[config.mk]
export PLATFORM = sky130hd
export DESIGN_NAME = sng_multi
export DESIGN_NICKNAME = d
export VERILOG_FILES = /design/src/rtl/sng_pkg.sv /design/src/rtl/sng_lfsr.sv /design/src/rtl/sng_multi.sv
export SDC_FILE = /design/constraint.sdc
export NUM_CORES = 1
export LEC_CHECK = 0
export ABC_CLOCK_PERIOD_IN_PS = 1900
export BUFFER_PORTS_ARGS = -buffer_cell sky130_fd_sc_hd__buf_2
export CAP_MARGIN = 30
export CORE_UTILIZATION = 53
export CTS_BUF_LIST = sky130_fd_sc_hd__clkbuf_2
export DETAILED_ROUTE_END_ITERATION = 6
export PLACE_DENSITY = 0.86
export SLEW_MARGIN = 0
export SYNTH_ARGS = -nofsm -noshare
export SYNTH_HDL_FRONTEND = slang
export SYNTH_SLANG_ARGS = --single-unit
[constraint.sdc]
create_clock -name i_clk_msng -period 1.9 [get_ports i_clk_msng]
set_clock_uncertainty 0.15 [all_clocks]
set_input_delay 0.19 -clock i_clk_msng [delete_from_list [all_inputs] [get_ports i_clk_msng]]
set_output_delay 0.19 -clock i_clk_msng [all_outputs]
set_load 0.1 [all_outputs]
[src/rtl/sng_pkg.sv]
// Shared types and helpers for the multi-channel stochastic number generator.
// Holds the FSM state type, maximal-length LFSR tap masks and the bipolar offset.
package sng_pkg;

    typedef enum logic [1:0] {
        ST_IDLE = 2'd0,
        ST_RUN  = 2'd1,
        ST_DONE = 2'd2
    } state_t;

    // Bit i set means register bit i feeds the XOR; all polynomials are primitive.
    function automatic logic [15:0] lfsr_taps(input int width);
        logic [15:0] t;
        case (width)
            4:       t = 16'h000C;
            5:       t = 16'h0014;
            6:       t = 16'h0030;
            7:       t = 16'h0060;
            8:       t = 16'h00B8;
            9:       t = 16'h0110;
            10:      t = 16'h0240;
            11:      t = 16'h0500;
            12:      t = 16'h0829;
            13:      t = 16'h100D;
            14:      t = 16'h2015;
            15:      t = 16'h6000;
            16:      t = 16'hD008;
            default: t = 16'h000C;
        endcase
        return t;
    endfunction

    function automatic logic [15:0] bipolar_offset(input int width);
        return 16'h0001 << (width - 1);
    endfunction

endpackage

[src/rtl/sng_lfsr.sv]
// Fibonacci maximal-length LFSR, shifting left with feedback into bit 0.
// Load and reset both place the seed; the seed must be nonzero.
module sng_lfsr
    import sng_pkg::*;
#(
    parameter int WIDTH = 8
) (
    input  logic             i_clk,
    input  logic             i_rst,
    input  logic             i_load,
    input  logic [WIDTH-1:0] i_seed,
    input  logic             i_en,
    output logic [WIDTH-1:0] o_q
);

    localparam logic [15:0]      TAPS_ALL = lfsr_taps(WIDTH);
    localparam logic [WIDTH-1:0] TAPS     = TAPS_ALL[WIDTH-1:0];

    logic [WIDTH-1:0] r_q;
    logic             w_fb;

    assign w_fb = ^(r_q & TAPS);

    always_ff @(posedge i_clk) begin
        if (i_rst || i_load) begin
            r_q <= i_seed;
        end else if (i_en) begin
            r_q <= {r_q[WIDTH-2:0], w_fb};
        end
    end

    assign o_q = r_q;

endmodule

[src/rtl/sng_multi.sv]
// Multi-channel SNG: one shared LFSR, per-channel rotated copies compared
// against captured operands, framed by a start/stop/last/done FSM.
module sng_multi
    import sng_pkg::*;
#(
    parameter int WIDTH = 8,
    parameter int CH    = 4,
    parameter int SEED  = 1
) (
    input  logic              i_clk_msng,
    input  logic              i_rst_msng,
    input  logic              i_start_msng,
    input  logic              i_stop_msng,
    input  logic              i_mode_msng,
    input  logic [WIDTH-1:0]  i_len_msng,
    input  logic [CH*WIDTH-1:0] i_x_bn,
    output logic [CH-1:0]     o_sn_bits,
    output logic              o_valid_msng,
    output logic              o_last_msng,
    output logic              o_done_msng,
    output logic              o_busy_msng
);

    localparam logic [WIDTH-1:0] SEED_W   = WIDTH'(SEED);
    localparam logic [WIDTH-1:0] SEED_EFF =
        (SEED_W == '0) ? {{(WIDTH-1){1'b0}}, 1'b1} : SEED_W;
    localparam logic [15:0]      OFS_ALL  = bipolar_offset(WIDTH);
    localparam logic [WIDTH-1:0] OFS      = OFS_ALL[WIDTH-1:0];

    state_t              r_state;
    logic [WIDTH-1:0]    r_cnt;
    logic [WIDTH-1:0]    r_len;
    logic [CH*WIDTH-1:0] r_x;
    logic                r_mode;

    logic [WIDTH-1:0]    w_lfsr;
    logic                w_go;
    logic                w_valid;
    logic                w_last;

    assign w_go    = (r_state == ST_IDLE) && i_start_msng && !i_stop_msng;
    assign w_valid = (r_state == ST_RUN);
    assign w_last  = w_valid && (r_cnt == r_len - 1'b1);

    always_ff @(posedge i_clk_msng) begin
        if (i_rst_msng) begin
            r_state <= ST_IDLE;
            r_cnt   <= '0;
            r_len   <= '0;
            r_x     <= '0;
            r_mode  <= 1'b0;
        end else begin
            unique case (r_state)
                ST_IDLE: begin
                    if (w_go) begin
                        r_x     <= i_x_bn;
                        r_mode  <= i_mode_msng;
                        r_len   <= i_len_msng;
                        r_cnt   <= '0;
                        r_state <= (i_len_msng != '0) ? ST_RUN : ST_DONE;
                    end
                end
                ST_RUN: begin
                    r_cnt <= r_cnt + 1'b1;
                    // An abort on the final bit still skips the done pulse.
                    if (i_stop_msng) begin
                        r_state <= ST_IDLE;
                    end else if (w_last) begin
                        r_state <= ST_DONE;
                    end
                end
                ST_DONE: r_state <= ST_IDLE;
                default: r_state <= ST_IDLE;
            endcase
        end
    end

    sng_lfsr #(
        .WIDTH (WIDTH)
    ) u_lfsr (
        .i_clk  (i_clk_msng),
        .i_rst  (i_rst_msng),
        .i_load (w_go),
        .i_seed (SEED_EFF),
        .i_en   (w_valid),
        .o_q    (w_lfsr)
    );

    for (genvar k = 0; k < CH; k++) begin : g_lane
        logic [WIDTH-1:0] w_r;
        logic [WIDTH-1:0] w_xe;

        if (k == 0) begin : g_norot
            assign w_r = w_lfsr;
        end else begin : g_rot
            assign w_r = {w_lfsr[WIDTH-1-k:0], w_lfsr[WIDTH-1:WIDTH-k]};
        end

        assign w_xe = r_x[k*WIDTH +: WIDTH] ^ (r_mode ? OFS : '0);
        assign o_sn_bits[k] = w_valid && (w_r <= w_xe);
    end

    assign o_valid_msng = w_valid;
    assign o_last_msng  = w_last;
    assign o_done_msng  = (r_state == ST_DONE);
    assign o_busy_msng  = (r_state != ST_IDLE);

endmodule
==> results of run 1 <==
sequential cells by signal (all words and copies together) (netlist names):
name / cells
r_mode: 1
r_cnt: 8
r_state: 2
r_len: 8
u_lfsr.o_q: 8
r_x: 32
metrics by stage:
stage	cell area, um2	worst slack [ps]	power, mW	utilization
3_3_place_gp	4110	-92.6	1.91	0.694
4_1_cts	4820	-627	2.79	0.814
6_report	4970	-795	2.95	0.840
3_5_place_dp	4110	-149	1.93	0.694
2_1_floorplan	3460	-212	1.72	-
5_1_grt	4970	-855	3.05	0.840
worst register-to-register path, cell delays in order (launching register included):
cell and delay, ps:
dfxtp_4 400, inv_2 40, ha_4 180, buf_6 120, a32o_1 240, a221o_1 340
and3_4 170, buf_6 120, a21o_1 150
report_power, final:
| part | internal (mW) | total, mW | leakage [nW] | switching (mW) |
|---|---|---|---|---|
| clock network | 0.286 | 0.808 | 0.0642 | 0.523 |
| logic | 0.392 | 0.822 | 1.53 | 0.430 |
| registers | 1.28 | 1.32 | 0.490 | 0.0410 |
per-layer routing:
layer / share of wire / vias to the layer above / global-route usage
met1: 0.35 / 1725 / 0.345
met3: 0.084 / 98 / 0.117
met4: 0.074 / 0 / 0.232
li1: - / 1689 / -
met5: 0 / - / 0
met2: 0.50 / 236 / 0.652
layout make-up:
| cell class | count | area, um2 | area share |
|---|---|---|---|
| sequential | 59 | 1220 | 0.246 |
| tap | 75 | 93.8 | 0.0189 |
| timing repair buffer | 145 | 1190 | 0.239 |
| multi-input combinational | 311 | 2250 | 0.452 |
| clock inverter | 7 | 58.8 | 0.0118 |
| clock buffer | 9 | 45.0 | 0.00905 |
| inverter | 31 | 119 | 0.0239 |
synthesized netlist by cell type, drive strengths merged (2+ instances only):
| master | n |
|---|---|
| nand3 | 12 |
| nand2b | 4 |
| nand3b | 2 |
| ha | 34 |
| dfxtp | 59 |
| nor4 | 4 |
| or2 | 3 |
| o21ai | 10 |
| nand4 | 6 |
| a211o | 3 |
| xnor2 | 11 |
| nor2 | 16 |
| inv | 31 |
| mux2 | 2 |
| a211oi | 2 |
| clkbuf | 22 |
| a21o | 9 |
| nor3 | 5 |
| nand2 | 102 |
| xor2 | 8 |
| o31ai | 2 |
| a21oi | 61 |
| nor2b | 4 |
cells by family after synthesis:
logic type | after synthesis | synth area share
multiplexers | 2 | 0.00689
flip-flops | 59 | 0.361
buffers and inverters | 54 | 0.0624
adder cells (fa/ha/maj) | 34 | 0.130
XOR/XNOR | 19 | 0.0532
AND/OR/NAND/NOR | 162 | 0.221
AO/OA/AOI/OAI | 94 | 0.165
timing repair:
action | 4_1_cts | 5_1_grt
hold buffers | 43 | 0
hold endpoints to repair | 46 | 0
endpoints found under the setup margin | 7 | 9
gates resized for setup | 33 | 33
pin swaps | 21 | 17
setup buffers | 6 | 2
final timing paths:
path / start / endpoint / cells after the start / slack (ps)
worst max-delay path: u_lfsr.o_q[0] / o_sn_bits[2] / 9 / -800
worst min-delay path: i_start_msng / r_x[17] / 5 / 110
worst max register to register: r_len[1] / r_state[1] / 8 / -90
worst min register to register: r_x[27] / r_x[27] / 2 / 330
==> results.md, run 1 <==
- Layout net count: 636
- Mapped Nets: 503
- CP Capture Type: output port
- Clock buffer depth: 2
- Fmax: 371 MHz
- Number of antenna violations at the first check in global routing: 0
- Final period utilization: 1.42
- WS Path Type: reg -> out
- Cell breakdown of the critical path: buf_4 -> ha_4 -> nand3_2 -> nor2_1 -> a211o_1 -> a21oi_2 -> o21ai_2 -> o31ai_4 -> buf_12
- Final worst slack: -795 ps
- # rows: 28
- Total grt overflow: 0
- Vias per cell: 5.88
- Critical Path AT: 2360 ps
- Status: complete, but fails checks
- Final hold vios: 0
- Diodes inserted: 0
- Worst stage delay on the critical path: 400 ps
- Post-route setup TNS: -3710 ps
- Die Wd: 80.5 um
- Commonest non-fill, non-tap cell in the layout: nand2_1
- CP delay by family, top: compound AO/OA/AOI/OAI gates
- Failing checks: negative setup slack
- Max_cap viols: 0
- Syn Area/Cell: 7.71 um2
- Area Growth Syn to Fin: 52.2%
- Ys flop type: dfxtp_1
- Num CTS Buffers: 9
- Port bufs: 52
- Gp weighted congestion: 0.876
- Io pins: 53
- Peak supply drop: 482 uV
- Leak Pwr: 2.09 nW
- Total power per unit cell area: 593 mW/mm2
- Pins Over Slew Limit: 0
- Wire length of the first global-routing pass: 17.3 mm
- Worst slew pin tran: 484 ps
- Via count: 3748
- Post-Synthesis Cells: 424
- RSZ-0062 raised after global routing: true
- #FFs+latches synth: 59
- Post-Synthesis Cell Area: 0.00327 mm2
- Req. time, crit path: 1560 ps
- Clk sinks: 59
- CP max FO: 3
- CTS tree: built
- Cell taking the most area after synthesis: dfxtp_1
- CP max stage cell: dfxtp_4
- Antenna-violating nets left: 0
- Vias in the first global route: 3747
- Drt first pass iters: 6
- Starting DRC count in detailed routing: 349
- WP buf/inv: 2
- Worst relative slew slack: 0.680
- Worst-path clk slew: 200 ps
- Sequential area share after synthesis: 0.361
- Most frequent cells in the layout: nand2_1, a21oi_1, buf_2
- DP HPWL: 6.31 mm
- Number of synthesized flops with an enable pin: 0
- Overall routed net length: 12.4 mm
- Area of the core: 0.00592 mm2
- Placed cells: 570
- Total track usage: 0.359
- Fin crit period: 2700 ps
- CP Launch Type: register
- Share of layout cells above drive strength 1: 0.342
- Hold WS: 105 ps
- Initial Util: 0.552
- H-tree lvl count: 3
- Drt drc: 0
- Ys Warns: 0
- Final setup vio count: 6
- Count of cell types in the netlist: 37
- Non-filler cells, final: 637
- WL/cell: 19.5 um
- Worst-skew pair later-pin latency: 540 ps
- Chip height: 80.5 um
- Synth area leaders: dfxtp_1, ha_1, nand2_1
- Fillers: 295
- Root Buffer: clkbuf_2
- Full die area: 0.00648 mm2
- Share of the synthesized area in the top cell type: 0.361
- Asr flop ratio synth: 0
- Largest net degree at the start of global routing: 30
- Hold crit path type: in -> reg
Power figures use the tool's default switching activity.
==> run 2, diff against run 1 <==
--- a/config.mk
+++ b/config.mk
@@ -5,13 +5,13 @@
 export SDC_FILE = /design/constraint.sdc
 export NUM_CORES = 1
 export LEC_CHECK = 0
-export ABC_CLOCK_PERIOD_IN_PS = 1900
+export ABC_CLOCK_PERIOD_IN_PS = 3150
 export BUFFER_PORTS_ARGS = -buffer_cell sky130_fd_sc_hd__buf_2
 export CAP_MARGIN = 30
-export CORE_UTILIZATION = 53
+export CORE_UTILIZATION = 55
 export CTS_BUF_LIST = sky130_fd_sc_hd__clkbuf_2
 export DETAILED_ROUTE_END_ITERATION = 6
-export PLACE_DENSITY = 0.86
+export PLACE_DENSITY = 0.85
 export SLEW_MARGIN = 0
 export SYNTH_ARGS = -nofsm -noshare
 export SYNTH_HDL_FRONTEND = slang
==> constraint.sdc (replaced) <==
create_clock -name i_clk_msng -period 3.15 [get_ports i_clk_msng]
set_clock_uncertainty 0.15 [all_clocks]
set_input_delay 0.315 -clock i_clk_msng [delete_from_list [all_inputs] [get_ports i_clk_msng]]
set_output_delay 0.315 -clock i_clk_msng [all_outputs]
set_load 0.1 [all_outputs]
==> results.md, run 2 (synthesis results as in run 1) <==
- Area of the multi-input gates: 0.00191 mm2
- Wire length of the first global-routing pass: 13.3 mm
- Most frequent cells in the layout: nand2_1, a21oi_1, dfxtp_1
- Diodes inserted: 0
- Commonest non-fill, non-tap cell in the layout: nand2_1
- WS Path Type: reg -> out
- Drt drc: 0
- Worst-skew pair later-pin latency: 470 ps
- WP buf/inv: 2
- Total power per unit cell area: 381 mW/mm2
- Leak Pwr: 1.76 nW
- Placed cells: 529
- Max_cap viols: 0
- Hold WS: 93.0 ps
- Max FFs per register: 32
- Final Power: 1.56 mW
- Area of the core: 0.00561 mm2
- Vias per cell: 5.48
- Root Buffer: clkbuf_2
- Fmax: 338 MHz
- CP Capture Type: output port
- Final setup vio count: 0
- Postcts setup bufs: 0
- Num CTS Buffers: 9
- Clock buffer depth: 2
- Share of layout cells above drive strength 1: 0.166
- Layout net count: 588
- Vias in the first global route: 3177
- # rows: 27
- Post-route setup TNS: 0 ps
- Final period utilization: 0.939
- Hold crit path type: in -> reg
- Chip height: 79.1 um
- Worst relative slew slack: 0.371
- Area Growth Syn to Fin: 25.6%
- Peak supply drop: 230 uV
- Initial Util: 0.583
- Antenna-violating nets left: 0
- Non-filler cells, final: 585
- Worst-path clk slew: 150 ps
- DP HPWL: 5.03 mm
- Starting DRC count in detailed routing: 214
- Req. time, crit path: 2680 ps
- Full die area: 0.00625 mm2
- Cell breakdown of the critical path: inv_1 -> ha_1 -> o21ba_2 -> a221oi_1 -> a41oi_1 -> nor3_1 -> and3_4 -> buf_4
- Critical Path AT: 2490 ps
- Most flop-heavy register: r_x
- Largest net degree at the start of global routing: 48
- Fin crit period: 2960 ps
- Status: finished clean
- CP max FO: 8
- CP Launch Type: register
- Die Wd: 79.1 um
- Total grt overflow: 0
- H-tree lvl count: 3
- Gp weighted congestion: 0.895
- Fillers: 445
- Port bufs: 52
- Total track usage: 0.272
- Pins Over Slew Limit: 0
- Overall routed net length: 7.79 mm
- Via count: 3206
- Register area: 0.00118 mm2
- CTS tree: built
- CP delay by family, top: compound AO/OA/AOI/OAI gates
- CP max stage cell: dfxtp_2
- Worst slew pin tran: 944 ps
- Drt first pass iters: 5
- Worst stage delay on the critical path: 410 ps
- Io pins: 53
- WL/cell: 13.3 um
- Number of antenna violations at the first check in global routing: 0
- Final hold vios: 0
- Clk sinks: 59
- RSZ-0062 raised after global routing: false
- R2r setup slk: 820 ps
[run 2: cell count changes in the layout (fill, tap and decap cells not counted), sizes merged]
cell         before  now
clkinvlp          1    0
clkbuf           10   14
dlygate4sd3      43   41
buf             101   53
clkinv            5    3
[run 2: stage by stage]
stage / utilization / worst slack, ps / cell area [um2]
floorplan: - / 252 / 3290
global placement: 0.639 / 599 / 3580
detailed placement: 0.639 / 498 / 3580
CTS: 0.730 / 91.8 / 4100
global route: 0.732 / 7.47 / 4100
finish: 0.732 / 192 / 4100
[run 2: path summary, 6_finish.rpt]
path,start,endpoint,cells after the start
max,r_len[0],o_last_msng,8
min,i_rst_msng,r_cnt[5],2
max reg2reg,r_state[1],u_lfsr.o_q[5],4
min reg2reg,r_x[2],r_x[2],2
[run 2: timing repair]
action | CTS | global route
setup endpoints to repair | 1 | 4
gates resized for setup | 1 | 4
hold endpoints to repair | 41 | 0
cloned | 0 | 0
hold buffers | 41 | 0
[run 2: report_power, final]
part           internal (mW)  switching, mW
registers              0.774         0.0233
logic                  0.139          0.178
clock network          0.180          0.269
[run 2: area by class of cell]
| class | instances | share of cell area |
|---|---|---|
| clock buffers | 11 | 0.0134 |
| well taps | 72 | 0.0220 |
| multi-input cells | 311 | 0.465 |
| clock inverters | 4 | 0.0104 |
| repair buffers | 97 | 0.173 |
| inverters | 31 | 0.0284 |
| flip-flops and latches | 59 | 0.288 |
[run 2: metal layers]
metal	routed length [um]	up-vias	global-route usage
met5	0	-	0
met4	220	0	0.140
met3	354	24	0.0517
met2	3770	99	0.479
met1	3450	1483	0.311
li1	-	1600	-
